File: config.mk
export PLATFORM = sky130hd
export DESIGN_NAME = filter_mode_scheduler
export DESIGN_NICKNAME = d
export VERILOG_FILES = /design/src/rtl/filter_mode_scheduler.sv
export SDC_FILE = /design/constraint.sdc
export NUM_CORES = 1
export LEC_CHECK = 0
export BUFFER_PORTS_ARGS = -buffer_cell sky130_fd_sc_hd__buf_2
export CORE_AREA = 2 2 90 92
export CTS_CLUSTER_DIAMETER = 150
export DETAILED_ROUTE_END_ITERATION = 7
export DIE_AREA = 0 0 92 94
export HOLD_SLACK_MARGIN = 0.03
export PLACE_DENSITY_LB_ADDON = 0.15
export RECOVER_POWER = 25
export SKIP_CTS_REPAIR_TIMING = 1
export SYNTH_ARGS = -nofsm -noshare
export SYNTH_HDL_FRONTEND = slang
export SYNTH_SLANG_ARGS = --single-unit
File: constraint.sdc
create_clock -name clk -period 3.6 [get_ports clk]
set_input_delay 0.18 -clock clk [delete_from_list [all_inputs] [get_ports clk]]
set_output_delay 0.18 -clock clk [all_outputs]
set_load 0.03 [all_outputs]
File: src/rtl/filter_mode_scheduler.sv
// Frame-synchronous arbiter sharing one frame-buffer write port among NUM_SRC filter streams.
// Optional macro SCHED_BLANK_SWITCH_EN: first frame after any source switch is written with zero data.
module filter_mode_scheduler #(
  parameter int IMG_WIDTH   = 320,
  parameter int IMG_HEIGHT  = 240,
  parameter int NUM_SRC     = 4,
  parameter int HOLD_FRAMES = 60,
  localparam int AW = $clog2(IMG_WIDTH*IMG_HEIGHT),
  localparam int SW = $clog2(NUM_SRC)
) (
  input  logic                  clk,
  input  logic                  reset,
  input  logic [SW-1:0]         mode_req,
  input  logic                  mode_req_valid,
  input  logic [NUM_SRC-1:0]    src_we,
  input  logic [NUM_SRC*AW-1:0] src_addr,
  input  logic [NUM_SRC*16-1:0] src_data,
  output logic                  we_out,
  output logic [AW-1:0]         wAddr_out,
  output logic [15:0]           wData_out,
  output logic [SW-1:0]         active_mode,
  output logic                  switch_pending,
  output logic                  frame_done
);

  localparam logic [AW-1:0] LAST     = AW'(IMG_WIDTH*IMG_HEIGHT-1);
  localparam int            HW       = (HOLD_FRAMES > 0) ? $clog2(HOLD_FRAMES+1) : 1;
  localparam logic [HW-1:0] HOLD_MAX = HW'(HOLD_FRAMES);
  localparam bit            HOLD_EN  = (HOLD_FRAMES > 0);

  typedef enum logic [1:0] {SYNC, RUN, PEND} state_t;

  state_t        state, state_n;
  logic [SW-1:0] pending, pending_n, active_n, fwd_src;
  logic [HW-1:0] hold_cnt, cnt_n;
  logic          fwd_en, switching, req_ok, auto_req;
  logic          act_we, pend_we, fwd_we;
  logic [AW-1:0] act_addr, pend_addr, fwd_addr;
  logic [15:0]   fwd_data, data_n;
  logic          act_fs, act_fe, pend_fs;

  always_comb begin
    act_we    = src_we[active_mode];
    act_addr  = src_addr[int'(active_mode)*AW +: AW];
    pend_we   = src_we[pending];
    pend_addr = src_addr[int'(pending)*AW +: AW];
    act_fs    = act_we && (act_addr == '0);
    act_fe    = act_we && (act_addr == LAST);
    pend_fs   = pend_we && (pend_addr == '0);
  end

  // A switch takes effect on the pending source's frame-start beat, so that beat
  // already comes from the new source; a request in that cycle is judged against it.
  always_comb begin
    state_n   = state;
    pending_n = pending;
    active_n  = active_mode;
    cnt_n     = hold_cnt;
    fwd_src   = active_mode;
    fwd_en    = 1'b0;
    switching = 1'b0;
    req_ok    = mode_req_valid && (32'(mode_req) < 32'(NUM_SRC));
    auto_req  = HOLD_EN && (active_mode != '0) && (hold_cnt == HOLD_MAX);
    case (state)
      SYNC: begin
        if (act_fs) begin
          fwd_en  = 1'b1;
          state_n = RUN;
        end
      end
      RUN: begin
        fwd_en = 1'b1;
        if (req_ok && (mode_req != active_mode)) begin
          pending_n = mode_req;
          state_n   = PEND;
        end else if (auto_req) begin
          pending_n = '0;
          state_n   = PEND;
        end
      end
      PEND: begin
        fwd_en = 1'b1;
        if (pend_fs) begin
          switching = 1'b1;
          fwd_src   = pending;
          active_n  = pending;
          cnt_n     = '0;
          state_n   = RUN;
          if (req_ok && (mode_req != pending)) begin
            pending_n = mode_req;
            state_n   = PEND;
          end
        end else if (req_ok) begin
          if (mode_req == active_mode) state_n = RUN;
          else pending_n = mode_req;
        end
      end
      default: state_n = SYNC;
    endcase
    if (HOLD_EN && (state != SYNC) && !switching && act_fe &&
        (active_mode != '0) && (hold_cnt != HOLD_MAX))
      cnt_n = hold_cnt + 1'b1;
    fwd_we   = src_we[fwd_src];
    fwd_addr = src_addr[int'(fwd_src)*AW +: AW];
    fwd_data = src_data[int'(fwd_src)*16 +: 16];
  end

`ifdef SCHED_BLANK_SWITCH_EN
  logic blank_q, blank_now;

  // Blanking starts on the switch beat and ends at the next frame start of the active source.
  always_comb blank_now = switching || (blank_q && !act_fs);

  always_ff @(posedge clk) begin
    if (reset) blank_q <= 1'b0;
    else if (fwd_en) blank_q <= blank_now;
  end

  always_comb data_n = blank_now ? 16'h0000 : fwd_data;
`else
  always_comb data_n = fwd_data;
`endif

  always_ff @(posedge clk) begin
    if (reset) begin
      state       <= SYNC;
      pending     <= '0;
      active_mode <= '0;
      hold_cnt    <= '0;
      we_out      <= 1'b0;
      wAddr_out   <= '0;
      wData_out   <= '0;
      frame_done  <= 1'b0;
    end else begin
      state       <= state_n;
      pending     <= pending_n;
      active_mode <= active_n;
      hold_cnt    <= cnt_n;
      we_out      <= fwd_en && fwd_we;
      wAddr_out   <= fwd_en ? fwd_addr : '0;
      wData_out   <= fwd_en ? data_n : 16'h0000;
      frame_done  <= fwd_en && fwd_we && (fwd_addr == LAST);
    end
  end

  assign switch_pending = (state == PEND);

endmodule

==> results of run 1 <==
==> power groups by stage <==
stage | Sequential [uW] | Combinational (uW) | Clock, uW
floorplan | 725 | 235 | 0
global placement | 623 | 549 | 0
detailed placement | 625 | 555 | 0
CTS | 614 | 558 | 333
global route | 622 | 596 | 355
finish | 615 | 550 | 324
==> cell usage in the layout, fill, tap and decap left out, types with 2 or more instances in the layout <==
cell type	count
and3_1	18
nand3_1	7
nor3b_1	6
dfxtp_1	47
clkbuf_8	5
xnor2_1	3
or3_1	2
mux2_2	12
o211ai_1	14
and4_1	2
o21ai_4	2
mux2i_1	26
o21ai_0	6
a21o_1	2
inv_1	15
mux4_2	15
o221ai_1	2
nor2b_1	2
nor2_1	32
nor4_1	16
xor2_1	6
clkinv_2	2
o211a_1	5
nor4b_1	2
buf_4	12
a21oi_1	5
a311oi_1	16
clkbuf_1	21
a211oi_1	4
or2_2	3
nor4bb_1	2
nand4_1	7
ha_1	6
nand2_1	76
buf_2	157
nor3_1	9
==> cell families after synthesis <==
family                   count (synthesis)  synth area share
AO/OA/AOI/OAI                           65             0.147
XOR/XNOR                                 9            0.0228
adder cells (fa/ha/maj)                  6            0.0217
buffers and inverters                   43            0.0583
flip-flops                              47             0.272
AND/OR/NAND/NOR                        187             0.266
multiplexers                            53             0.212
==> sequential cells by signal (all words and copies together), names as in the netlist <==
name         count
wAddr_out       17
wData_out       16
hold_cnt         6
active_mode      2
pending          2
state            2
frame_done       1
we_out           1
==> final timing paths <==
check          startpoint       endpoint  slack [ns]  cells past startpoint
min          src_data[11]  wData_out[11]        0.12                      3
max reg2reg    pending[0]     frame_done        0.29                     10
max            pending[0]     frame_done        0.29                     10
min reg2reg   hold_cnt[4]    hold_cnt[4]        0.52                      2
==> metal layers <==
| layer | wire [um] | GRT usage |
|---|---|---|
| met4 | 233 | 0.0821 |
| met1 | 5170 | 0.363 |
| met5 | 0 | 0 |
| met3 | 731 | 0.0506 |
| met2 | 6080 | 0.485 |
==> stage by stage <==
| step | total power (uW) | hold slack, ns | cells |
|---|---|---|---|
| final | 1490 | 0.122 | 682 |
| after global placement | 1170 | 0.444 | 674 |
| after global routing | 1570 | 0.109 | 682 |
| after detailed placement | 1180 | 0.450 | 674 |
| after CTS | 1500 | 0.117 | 682 |
| after floorplan | 960 | 0.249 | 410 |
==> cell type report <==
cell class,instances,area (um^2)
fill,749,3100
multi-input combinational,320,2340
timing repair buffer,190,955
sequential,47,941
tap,102,128
clock buffer,5,68.8
inverter,15,56.3
clock inverter,3,18.8
==> worst max-delay path, cell delays in order, from the launching register on <==
cell and delay (ns):
dfxtp_1 0.54, nor4bb_1 0.37, nand3_1 0.13, a22oi_2 0.29
o31a_2 0.38, o21ai_4 0.15, buf_4 0.31, mux2_2 0.29
o221ai_1 0.11, nor4_1 0.43, and4_1 0.23
==> impl_metrics.ini, run 1 <==
[pwr]
swShare = 0.380
power.net_switching_uw = 566
irDropWorstVdd_uv = 201
leakage_uw = 0.00202
p_clk_frac = 0.218
combPwrFrac = 0.369
power_density_nw_per_um2 = 330
power.internal_uw = 924
power_frac_seq = 0.413

[sta]
rsz0062_at_grt = no
layout_setup_ws_ns = 0.293
finClkSkew_ns = 0.00642
fin_tns_setup_ns = 0
fmax_mhz = 302
max_slew.worst_pin.slew_ns = 0.806
fin_crit_ns = 3.31
hold_viol = 0
report.final.slew_viol_count = 0
slew_headroom = 0.458
final-setup-viol-count = 0
fin_crit_sh = 0.919

[routing]
routed-via-count = 3855
wl_um = 12200
drt-pass1-iter-count = 4
routedWlPerCell_um = 17.9
final_antenna_net_count = 0
routed_via_density = 5.65
drc = 0
dr.first_iter.drc_count = 191

[job]
drv_cap = 0

[cells_and_area]
final_area_um2 = 4510
antennaDiodeCount = 0
nets = 726
area_delta_synth_final_pct = 30.5
fin_util = 0.593
layout-drive-gt1-share = 0.367

[grt]
grt_usage = 0.282
antenna_found_initial = 0
grt_pass1_wl_um = 19100
grt_max_degree = 34
grt-ovfl-total = 0
grt_pass1_vias = 3717

[placement]
io_buffers = 178
place.gp.congestion = 0.948
preCtsSetupSlack_ns = 0.335
dp_hpwl_um = 9860
place_area_um2 = 4440

[synthesis]
async_flop_share = 0
ys_top_cells_by_area = dfxtp_1 (27%), mux4_2 (9.8%), nand2_1 (8.3%)
synth_edf_count = 0
yosysMostFrequentCell = nand2_1
synthCells = 410
yosysSeqAreaShare = 0.272
yosysTopAreaCell = dfxtp_1
synth_top_area_share = 0.272
synth_common_cells = nand2_1 (76), dfxtp_1 (47), nor2_1 (32)
syn-num-nets = 557
syn_area_um2 = 3460
yosys_warnings = 0
ys_seq_elements = 47
synth_cell_type_count = 49
ys.flop_type = dfxtp_1
syn_area_per_cell_um2 = 8.43

[floorplan]
start_util = 0.454
ios = 179
die_area_um2 = 8650
core-area_um2 = 7610
row_count = 32
die_x_um = 92
fp.dieH_um = 94

[clocking]
clk_latency_ns = 0.31
cts_htree_levels = 2
cts-root-buf = clkbuf_8
clkSlewWorstSetupHoldPaths_ns = 0.09
clock-sinks = 47
cts_tree = yes
clockBufferDepth = 2
cts-buffers-inserted = 5

[critical_path]
crit_type = reg -> reg
critPathMaxFanout = 21
worst_ep_arrival_time_ns = 3.56
cp-end-kind = register
crit_path_start_kind = register
required_ns = 3.86

[run_status]
status = finished, final reports clean

[hold_path]
worstHoldPathType = in -> reg
(Power assumes the default switching activity.)
==> run 2: changes to the inputs <==
CORE_AREA = 4 4 92 94   (was 2 2 90 92)
DIE_AREA = 0 0 96 98   (was 0 0 92 94)
clock period = 3.2 ns   (was 3.6 ns; I/O delays follow)
==> impl_metrics.ini, run 2 (synthesis results as in run 1) <==
[pwr]
leakage_uw = 0.00205
power_density_nw_per_um2 = 372
irDropWorstVdd_uv = 246

[critical_path]
crit_type = reg -> reg
critPathMaxFanout = 11
required_ns = 3.45
reg2regPathDepth = 10
cp-end-kind = register
worst_ep_arrival_time_ns = 3.27
crit_path_start_kind = register

[clocking]
cts_htree_levels = 2
cts-root-buf = clkbuf_8
cts-buffers-inserted = 5
clock-sinks = 47
clk_latency_ns = 0.30
clkSlewWorstSetupHoldPaths_ns = 0.09
cts_tree = yes
clockBufferDepth = 2

[routing]
dr.first_iter.drc_count = 342
routedWlPerCell_um = 17.9
drc = 0
wl_um = 12300
final_antenna_net_count = 0
routed-via-count = 3964
routed_via_density = 5.78
drt-pass1-iter-count = 5

[placement]
place.gp.congestion = 1.00
dp_hpwl_um = 9960
io_buffers = 178

[floorplan]
start_util = 0.452
row_count = 32
fp.dieH_um = 98
die_x_um = 96
core-area_um2 = 7650
ios = 179
die_area_um2 = 9410

[cells_and_area]
mostFrequentLayoutCells = buf_2 (157), nand2_1 (76), dfxtp_1 (46)
nets = 730
regMostFlops = wAddr_out
final_common_cell = buf_2
layout-drive-gt1-share = 0.373
largest_register_ffs = 17
area_delta_synth_final_pct = 31.9
antennaDiodeCount = 0
reg.largest.list = wAddr_out x17, wData_out x16, hold_cnt x6
fin_util = 0.596

[sta]
hold_viol = 0
fin_crit_ns = 3.02
max_slew.worst_pin.slew_ns = 0.767
fin_tns_setup_ns = 0
fin_crit_sh = 0.944
finClkSkew_ns = 0.00543
slew_headroom = 0.485
final-setup-viol-count = 0
report.final.slew_viol_count = 0
fmax_mhz = 331
rsz0062_at_grt = no

[grt]
grt_usage = 0.260
grt_pass1_vias = 3937
grt-ovfl-total = 0
grt_max_degree = 34
antenna_found_initial = 0
grt_pass1_wl_um = 19400

[hold_path]
worstHoldPathType = in -> reg
min_path_cells = 3

[job]
drv_cap = 0

[run_status]
status = finished, final reports clean
[run 2: where the power goes]
group / leakage (uW) / switching [uW] / internal [uW] / total [uW]
Sequential: 0.000382 / 32.4 / 658 / 690
Clock: 0.0000516 / 213 / 177 / 390
Combinational: 0.00161 / 389 / 227 / 616
[run 2: worst max-delay path: stages, from the launching register on]
cell,delay (ns)
dfxtp_1,0.65
buf_4,0.25
mux4_2,0.32
nor4_1,0.28
nand4_1,0.11
nor2_1,0.14
a21oi_1,0.08
or3_1,0.36
nand3b_4,0.19
nor4_1,0.34
and4_1,0.24
[run 2: final timing paths]
path,endpoint,slack (ns),from
min,wData_out[13],0.11,src_data[13]
min reg2reg,hold_cnt[4],0.52,hold_cnt[4]
max reg2reg,frame_done,0.18,active_mode[1]
max,frame_done,0.18,active_mode[1]
[run 2: cell type report]
type | instances | area [um^2]
well taps | 102 | 128
repair buffers | 194 | 992
flip-flops and latches | 47 | 942
fillers | 746 | 3090
multi-input cells | 320 | 2340
clock buffers | 6 | 82.6
clock inverters | 2 | 13.8
inverters | 15 | 56.3
[run 2: per-stage QoR]
step | area, um^2 | instances | power (uW) | worst slack [ns] | hold slack, ns
2_1_floorplan | 3460 | 410 | 1080 | 0.330 | 0.229
3_3_place_gp | 4470 | 678 | 1320 | 0.219 | 0.424
3_5_place_dp | 4470 | 678 | 1330 | 0.141 | 0.427
4_1_cts | 4570 | 686 | 1720 | 0.122 | 0.105
5_1_grt | 4560 | 686 | 1800 | 0.00241 | 0.102
6_report | 4560 | 686 | 1700 | 0.179 | 0.110
[run 2: routing by layer]
layer	wire length, um	global-route usage	part of all wire	vias up
li1	-	-	-	1857
met1	4710	0.335	0.38	1848
met2	6050	0.423	0.49	214
met3	1040	0.0524	0.085	45
met4	474	0.0985	0.039	0
met5	0	0	0	-
